[src/rtl/ram_access_pkg.sv]
// Shared types and helpers for the Ram access controller.
// Little-endian throughout: byte 0 of a word is bits [7:0].
package ram_access_pkg;

    localparam int WORD_W    = 32;
    localparam int BYTE_W    = 8;
    localparam int NUM_LANES = WORD_W / BYTE_W;

    typedef enum logic [1:0] {IDLE, ACCESS, SPLIT, RESP} state_t;
    typedef enum logic {SZ_BYTE = 1'b0, SZ_WORD = 1'b1} size_e;

    typedef struct packed {
        logic              we;
        size_e             size;
        logic              sgn;
        logic [WORD_W-1:0] wdata;
    } req_t;

    function automatic logic [WORD_W-1:0] extend_byte(input logic [BYTE_W-1:0] b, input logic sgn);
        return sgn ? {{(WORD_W-BYTE_W){b[BYTE_W-1]}}, b} : {{(WORD_W-BYTE_W){1'b0}}, b};
    endfunction

endpackage

[src/rtl/byte_lane_merge.sv]
// Combinational byte-lane helper: inserts a byte into lane ins_sel_i of one word and
// extracts lane ext_sel_i of another word.
module byte_lane_merge
    import ram_access_pkg::*;
(
    input  logic [NUM_LANES-1:0][BYTE_W-1:0] ins_word_i,
    input  logic [BYTE_W-1:0]                ins_byte_i,
    input  logic [1:0]                       ins_sel_i,
    input  logic [NUM_LANES-1:0][BYTE_W-1:0] ext_word_i,
    input  logic [1:0]                       ext_sel_i,
    output logic [NUM_LANES-1:0][BYTE_W-1:0] ins_word_o,
    output logic [BYTE_W-1:0]                ext_byte_o
);

    for (genvar i = 0; i < NUM_LANES; i++) begin : g_lane
        assign ins_word_o[i] = (ins_sel_i == 2'(i)) ? ins_byte_i : ins_word_i[i];
    end

    assign ext_byte_o = ext_word_i[ext_sel_i];

endmodule

[src/rtl/ram_access_ctrl.sv]
// Load/store front end for the byte/word Ram: range check, unaligned word splitting into
// four byte cycles, byte-load extension, and one held response per request.
module ram_access_ctrl
    import ram_access_pkg::*;
#(
    parameter int G               = 18,
    parameter bit ALLOW_UNALIGNED = 1'b1
) (
    input  logic          CLK,
    input  logic          RST,
    input  logic          req_valid_i,
    output logic          req_ready_o,
    input  logic          req_we_i,
    input  logic          req_size_i,
    input  logic          req_signed_i,
    input  logic [31:0]   req_addr_i,
    input  logic [31:0]   req_wdata_i,
    output logic          rsp_valid_o,
    input  logic          rsp_ready_i,
    output logic [31:0]   rsp_rdata_o,
    output logic          rsp_err_o,
    output logic [G-1:0]  ram_address_o,
    output logic [31:0]   ram_data_o,
    output logic          ram_en_o,
    output logic          ram_bytemode_o,
    input  logic [31:0]   ram_data_i
);

    state_t      state, state_nx;
    req_t        r_req;
    logic        r_err;
    logic [1:0]  k;
    logic [31:0] r_acc;

    logic [32:0] req_end;
    logic        out_of_range, unaligned, req_err;
    logic [31:0] merged_word;
    logic [7:0]  next_st_byte;
    logic [31:0] rsp_data;

    // 33-bit end address so the check cannot wrap for any G up to 32
    assign req_end      = {1'b0, req_addr_i} + (req_size_i ? 33'd3 : 33'd0);
    assign out_of_range = |(req_end >> G);
    assign unaligned    = req_size_i && (req_addr_i[1:0] != 2'b00);
    assign req_err      = out_of_range || (unaligned && !ALLOW_UNALIGNED);

    assign req_ready_o = (state == IDLE);

    byte_lane_merge u_merge (
        .ins_word_i (r_acc),
        .ins_byte_i (ram_data_i[7:0]),
        .ins_sel_i  (k),
        .ext_word_i (r_req.wdata),
        .ext_sel_i  (k + 2'd1),
        .ins_word_o (merged_word),
        .ext_byte_o (next_st_byte)
    );

    always_comb begin
        rsp_data = 32'd0;
        if (!r_err && !r_req.we)
            rsp_data = (r_req.size == SZ_BYTE) ? extend_byte(r_acc[7:0], r_req.sgn) : r_acc;
    end

    always_comb begin
        state_nx = state;
        case (state)
            IDLE:    if (req_valid_i) state_nx = req_err ? RESP : (unaligned ? SPLIT : ACCESS);
            ACCESS:  state_nx = RESP;
            SPLIT:   if (k == 2'd3) state_nx = RESP;
            RESP:    if (rsp_valid_o && rsp_ready_i) state_nx = IDLE;
            default: state_nx = IDLE;
        endcase
    end

    always_ff @(posedge CLK or negedge RST) begin
        if (!RST) begin
            state          <= IDLE;
            r_req          <= '0;
            r_err          <= 1'b0;
            k              <= 2'd0;
            r_acc          <= 32'd0;
            rsp_valid_o    <= 1'b0;
            rsp_rdata_o    <= 32'd0;
            rsp_err_o      <= 1'b0;
            ram_address_o  <= '0;
            ram_data_o     <= 32'd0;
            ram_en_o       <= 1'b0;
            ram_bytemode_o <= 1'b0;
        end else begin
            state <= state_nx;
            case (state)
                IDLE: if (req_valid_i) begin
                    r_req <= '{we: req_we_i, size: size_e'(req_size_i), sgn: req_signed_i,
                               wdata: req_wdata_i};
                    r_err <= req_err;
                    k     <= 2'd0;
                    r_acc <= 32'd0;
                    // Ram pins are loaded only once the range check has passed
                    if (!req_err) begin
                        ram_address_o  <= req_addr_i[G-1:0];
                        ram_en_o       <= req_we_i;
                        ram_bytemode_o <= !req_size_i || unaligned;
                        ram_data_o     <= (req_size_i && !unaligned) ? req_wdata_i
                                                                     : {24'd0, req_wdata_i[7:0]};
                    end
                end
                ACCESS: begin
                    ram_en_o <= 1'b0;
                    r_acc    <= ram_data_i;
                end
                SPLIT: begin
                    r_acc <= merged_word;
                    k     <= k + 2'd1;
                    if (k == 2'd3) begin
                        ram_en_o <= 1'b0;
                    end else begin
                        ram_address_o <= ram_address_o + G'(1);
                        ram_data_o    <= {24'd0, next_st_byte};
                    end
                end
                RESP: begin
                    if (!rsp_valid_o) begin
                        rsp_valid_o <= 1'b1;
                        rsp_err_o   <= r_err;
                        rsp_rdata_o <= rsp_data;
                    end else if (rsp_ready_i) begin
                        rsp_valid_o <= 1'b0;
                        rsp_err_o   <= 1'b0;
                        rsp_rdata_o <= 32'd0;
                    end
                end
                default: ;
            endcase
        end
    end

endmodule
[config.mk]
export PLATFORM = sky130hd
export DESIGN_NAME = ram_access_ctrl
export DESIGN_NICKNAME = d
export VERILOG_FILES = /design/src/rtl/ram_access_pkg.sv /design/src/rtl/byte_lane_merge.sv /design/src/rtl/ram_access_ctrl.sv
export SDC_FILE = /design/constraint.sdc
export NUM_CORES = 1
export LEC_CHECK = 0
export CAP_MARGIN = 10
export CORE_MARGIN = 2
export CORE_UTILIZATION = 35
export DETAILED_ROUTE_END_ITERATION = 8
export DONT_BUFFER_PORTS = 1
export PLACE_DENSITY = 0.48
export SETUP_SLACK_MARGIN = 0.1
export SYNTH_ARGS = -nofsm -noshare
export SYNTH_HDL_FRONTEND = slang
export SYNTH_SLANG_ARGS = --single-unit
[constraint.sdc]
create_clock -name CLK -period 2.8 [get_ports CLK]
set_input_delay 0.14 -clock CLK [delete_from_list [all_inputs] [get_ports CLK]]
set_output_delay 0.14 -clock CLK [all_outputs]
set_load 0.1 [all_outputs]
==> run summary <==
layout cells sized above 1 - 0.227
Synth area leaders - dfrtp_1 (52%), a22o_1 (6.4%), mux2_2 (5.6%)
flops & latches, synth - 158
clk_lat worst skew - 430 ps
clock skew - 14.5 ps
Synth area leader - dfrtp_1
pwr dens - 1120 nW/um^2
VDD IR max - 0.458 mV
Initial Util - 0.359
Min Clock Period, post-route - 2360 ps
commonest non-fill, non-tap cell in the layout - dfrtp_1
share of synthesized registers carrying an async set or reset - 1.00
number of synthesized flops with an enable pin - 0
DR DRC count - 0
run status - finished, violations left
failing checks - hold timing
Syn. warnings - 0
setup TNS - 0 ps
worst path required time - 3160 ps
first-pass GRT wire length - 34800 um
met2 usage - 0.328
area of the mapped netlist - 7620 sq um
setup bufs post-CTS - 0
syn avg cell area - 10.5 sq um
CTS Root Cell - clkbuf_16
Critical Path, Cell by Cell - ha_1 > a31o_1 > nor3b_1 > a2111oi_2 > o221ai_2 > buf_4 > nor3_1 > nor2_1 > a31oi_1 > dlygate4sd3_1
crit share post-route - 0.842
drt first pass iters - 5
slack of the worst reg-to-reg path - 450 ps
FP Rows - 53
total CTS buffers - 17
Fmax - 424 MHz
Final Hold Fails - 158
met1 GRT Util - 0.252
WL final - 22100 um
Worst setup SP type - primary input
number of global-route vias before repair - 6450
CTS H-Tree Depth - 4
Die Width - 152 um
Worst Max-Slew Pin Slew - 973 ps
largest net degree at the start of global routing - 159
Worst Reg2Reg Path Length in Cells - 6
Bufs on Longest Clock Path - 2
syn nets - 840
NumNets Final - 1007
post_cts resized - 0
CTS tree - built
routed length per placed instance - 18.7 um
CTS clk-pin slew, worst paths - 80 ps
Max Transition Viols Final - 0
initial antenna violation count - 0
element type at the critical path end - flip-flop
relative slew slack - 0.351
Post-CTS Hold Fix Bufs - 80
met3 Use GR - 0.0446
static leakage - 4.64 nW
crit path DAT - 2720 ps
Worst Path Max Fanout - 7
hold_ws - -597 ps
RSZ-0062 raised after global routing - no
DPL Wire Length - 15500 um
core area - 21200 sq um
Detailed Route Iter0 Violations - 331
# diodes - 0
Die Height - 152 um
gr busiest metal - met2
Mapped Cells - 726
r2r endpoint - ram_en_o
Yosys top cell area share - 0.519
most frequent cells in the layout - dfrtp_1 (158), nand2_1 (109), buf_4 (109)
total grt overflow - 0
Buffers & Inverters on Critical Path - 2
Final ANT Viol Nets - 0
Syn-to-layout area delta - 31.6%
Hold Path Class - primary input to async pin
main flop type after synthesis - dfrtp_1
die area - 23000 sq um
Port Buffer Count - 0
max cap viols - 0
Overall Power - 11.3 mW
Setup Crit Path Kind - primary input to flip-flop
number of setup violations in the final report - 0
clk sinks - 158
vias per inst - 5.33
gr usage total - 0.196
Final GP Congestion - 0.841
Synth cell types - 63
crit-path leading delay family - compound AO/OA/AOI/OAI gates
CP peak stage delay - 560 ps
sequential area share after synthesis - 0.519
r2r startpoint - k[0]
CP max-delay cell - dlygate4sd3_1
IO Count - 190
via count - 6296
-- registers in the layout, summed over array words and instances, names as in the netlist --
register        cells
k                   2
state               2
ram_data_o         32
rsp_valid_o         1
r_req              35
ram_bytemode_o      1
rsp_rdata_o        32
rsp_err_o           1
r_err               1
r_acc              32
ram_address_o      18
ram_en_o            1
-- per-stage QoR --
stage / std cells / util / setup WS, ps / cell area [sq um]
2_1_floorplan: 726 / - / 133 / 7620
3_3_place_gp: 1069 / 0.406 / 221 / 8610
3_5_place_dp: 1069 / 0.406 / 137 / 8610
4_1_cts: 1181 / 0.473 / 390 / 10000
5_1_grt: 1181 / 0.473 / 230 / 10000
6_report: 1181 / 0.473 / 442 / 10000
-- cell usage after synthesis, types with 2 or more instances --
master       n
o21ai_1      2
o21a_1       3
a22o_1      56
a221oi_1     5
o211a_1      2
nand2b_1    17
inv_1       46
nor2b_1      2
buf_2        5
o221a_2      3
nor4_1       5
o2bb2ai_1    5
a21o_1       3
nor2_1      19
ha_1        11
nand4_1      9
o21ai_0     32
dfrtp_1    158
mux4_2       8
mux2_2      38
buf_8        2
buf_1        5
clkbuf_1    27
nand2_1    110
a21oi_1     36
nand3_1     41
a22oi_1      4
or2_2        2
and4_1       5
and3_1       6
nor3_1       9
mux2i_1     10
a32o_1       2
a31oi_1      3
o221ai_1     7
-- per-layer routing --
metal	wire [um]	share of wire	up-vias
li1	-	-	2945
met2	10800	0.49	210
met4	392	0.018	0
met5	0	0	-
met1	9400	0.42	3111
met3	1490	0.067	30
-- report_power, final --
group	internal (mW)	total (mW)	switching (mW)
logic	1.75	5.48	3.73
clock network	1.29	2.42	1.13
registers	2.90	3.36	0.454
-- kinds of logic after synthesis --
| family | share of synthesized area |
|---|---|
| mux | 0.0949 |
| fa+ha+maj | 0.0181 |
| compound gates | 0.165 |
| buf+inv | 0.0486 |
| xor+xnor | 0.00115 |
| flops | 0.519 |
| simple gates | 0.153 |
-- how the worst max path moves through the flow --
stage	startpoint	end	slack, ps	depth (start not counted)
5_1_grt	k[0]	ram_en_o	230	6
6_report	req_size_i	ram_bytemode_o	440	10
2_1_floorplan	ram_address_o[6]	ram_address_o[17]	130	8
3_3_place_gp	req_size_i	ram_data_o[11]	220	8
3_5_place_dp	req_size_i	ram_data_o[8]	140	8
4_1_cts	k[0]	ram_en_o	390	6
-- area by class of cell --
class | count | area [sq um]
Clock buffer | 17 | 425
Clock inverter | 15 | 196
Fill cell | 2003 | 11200
Inverter | 47 | 176
Multi-Input combinational cell | 480 | 3320
Sequential cell | 158 | 3950
Tap cell | 275 | 344
Timing Repair Buffer | 189 | 1620
No activity file was read; power rests on OpenSTA's default activity.
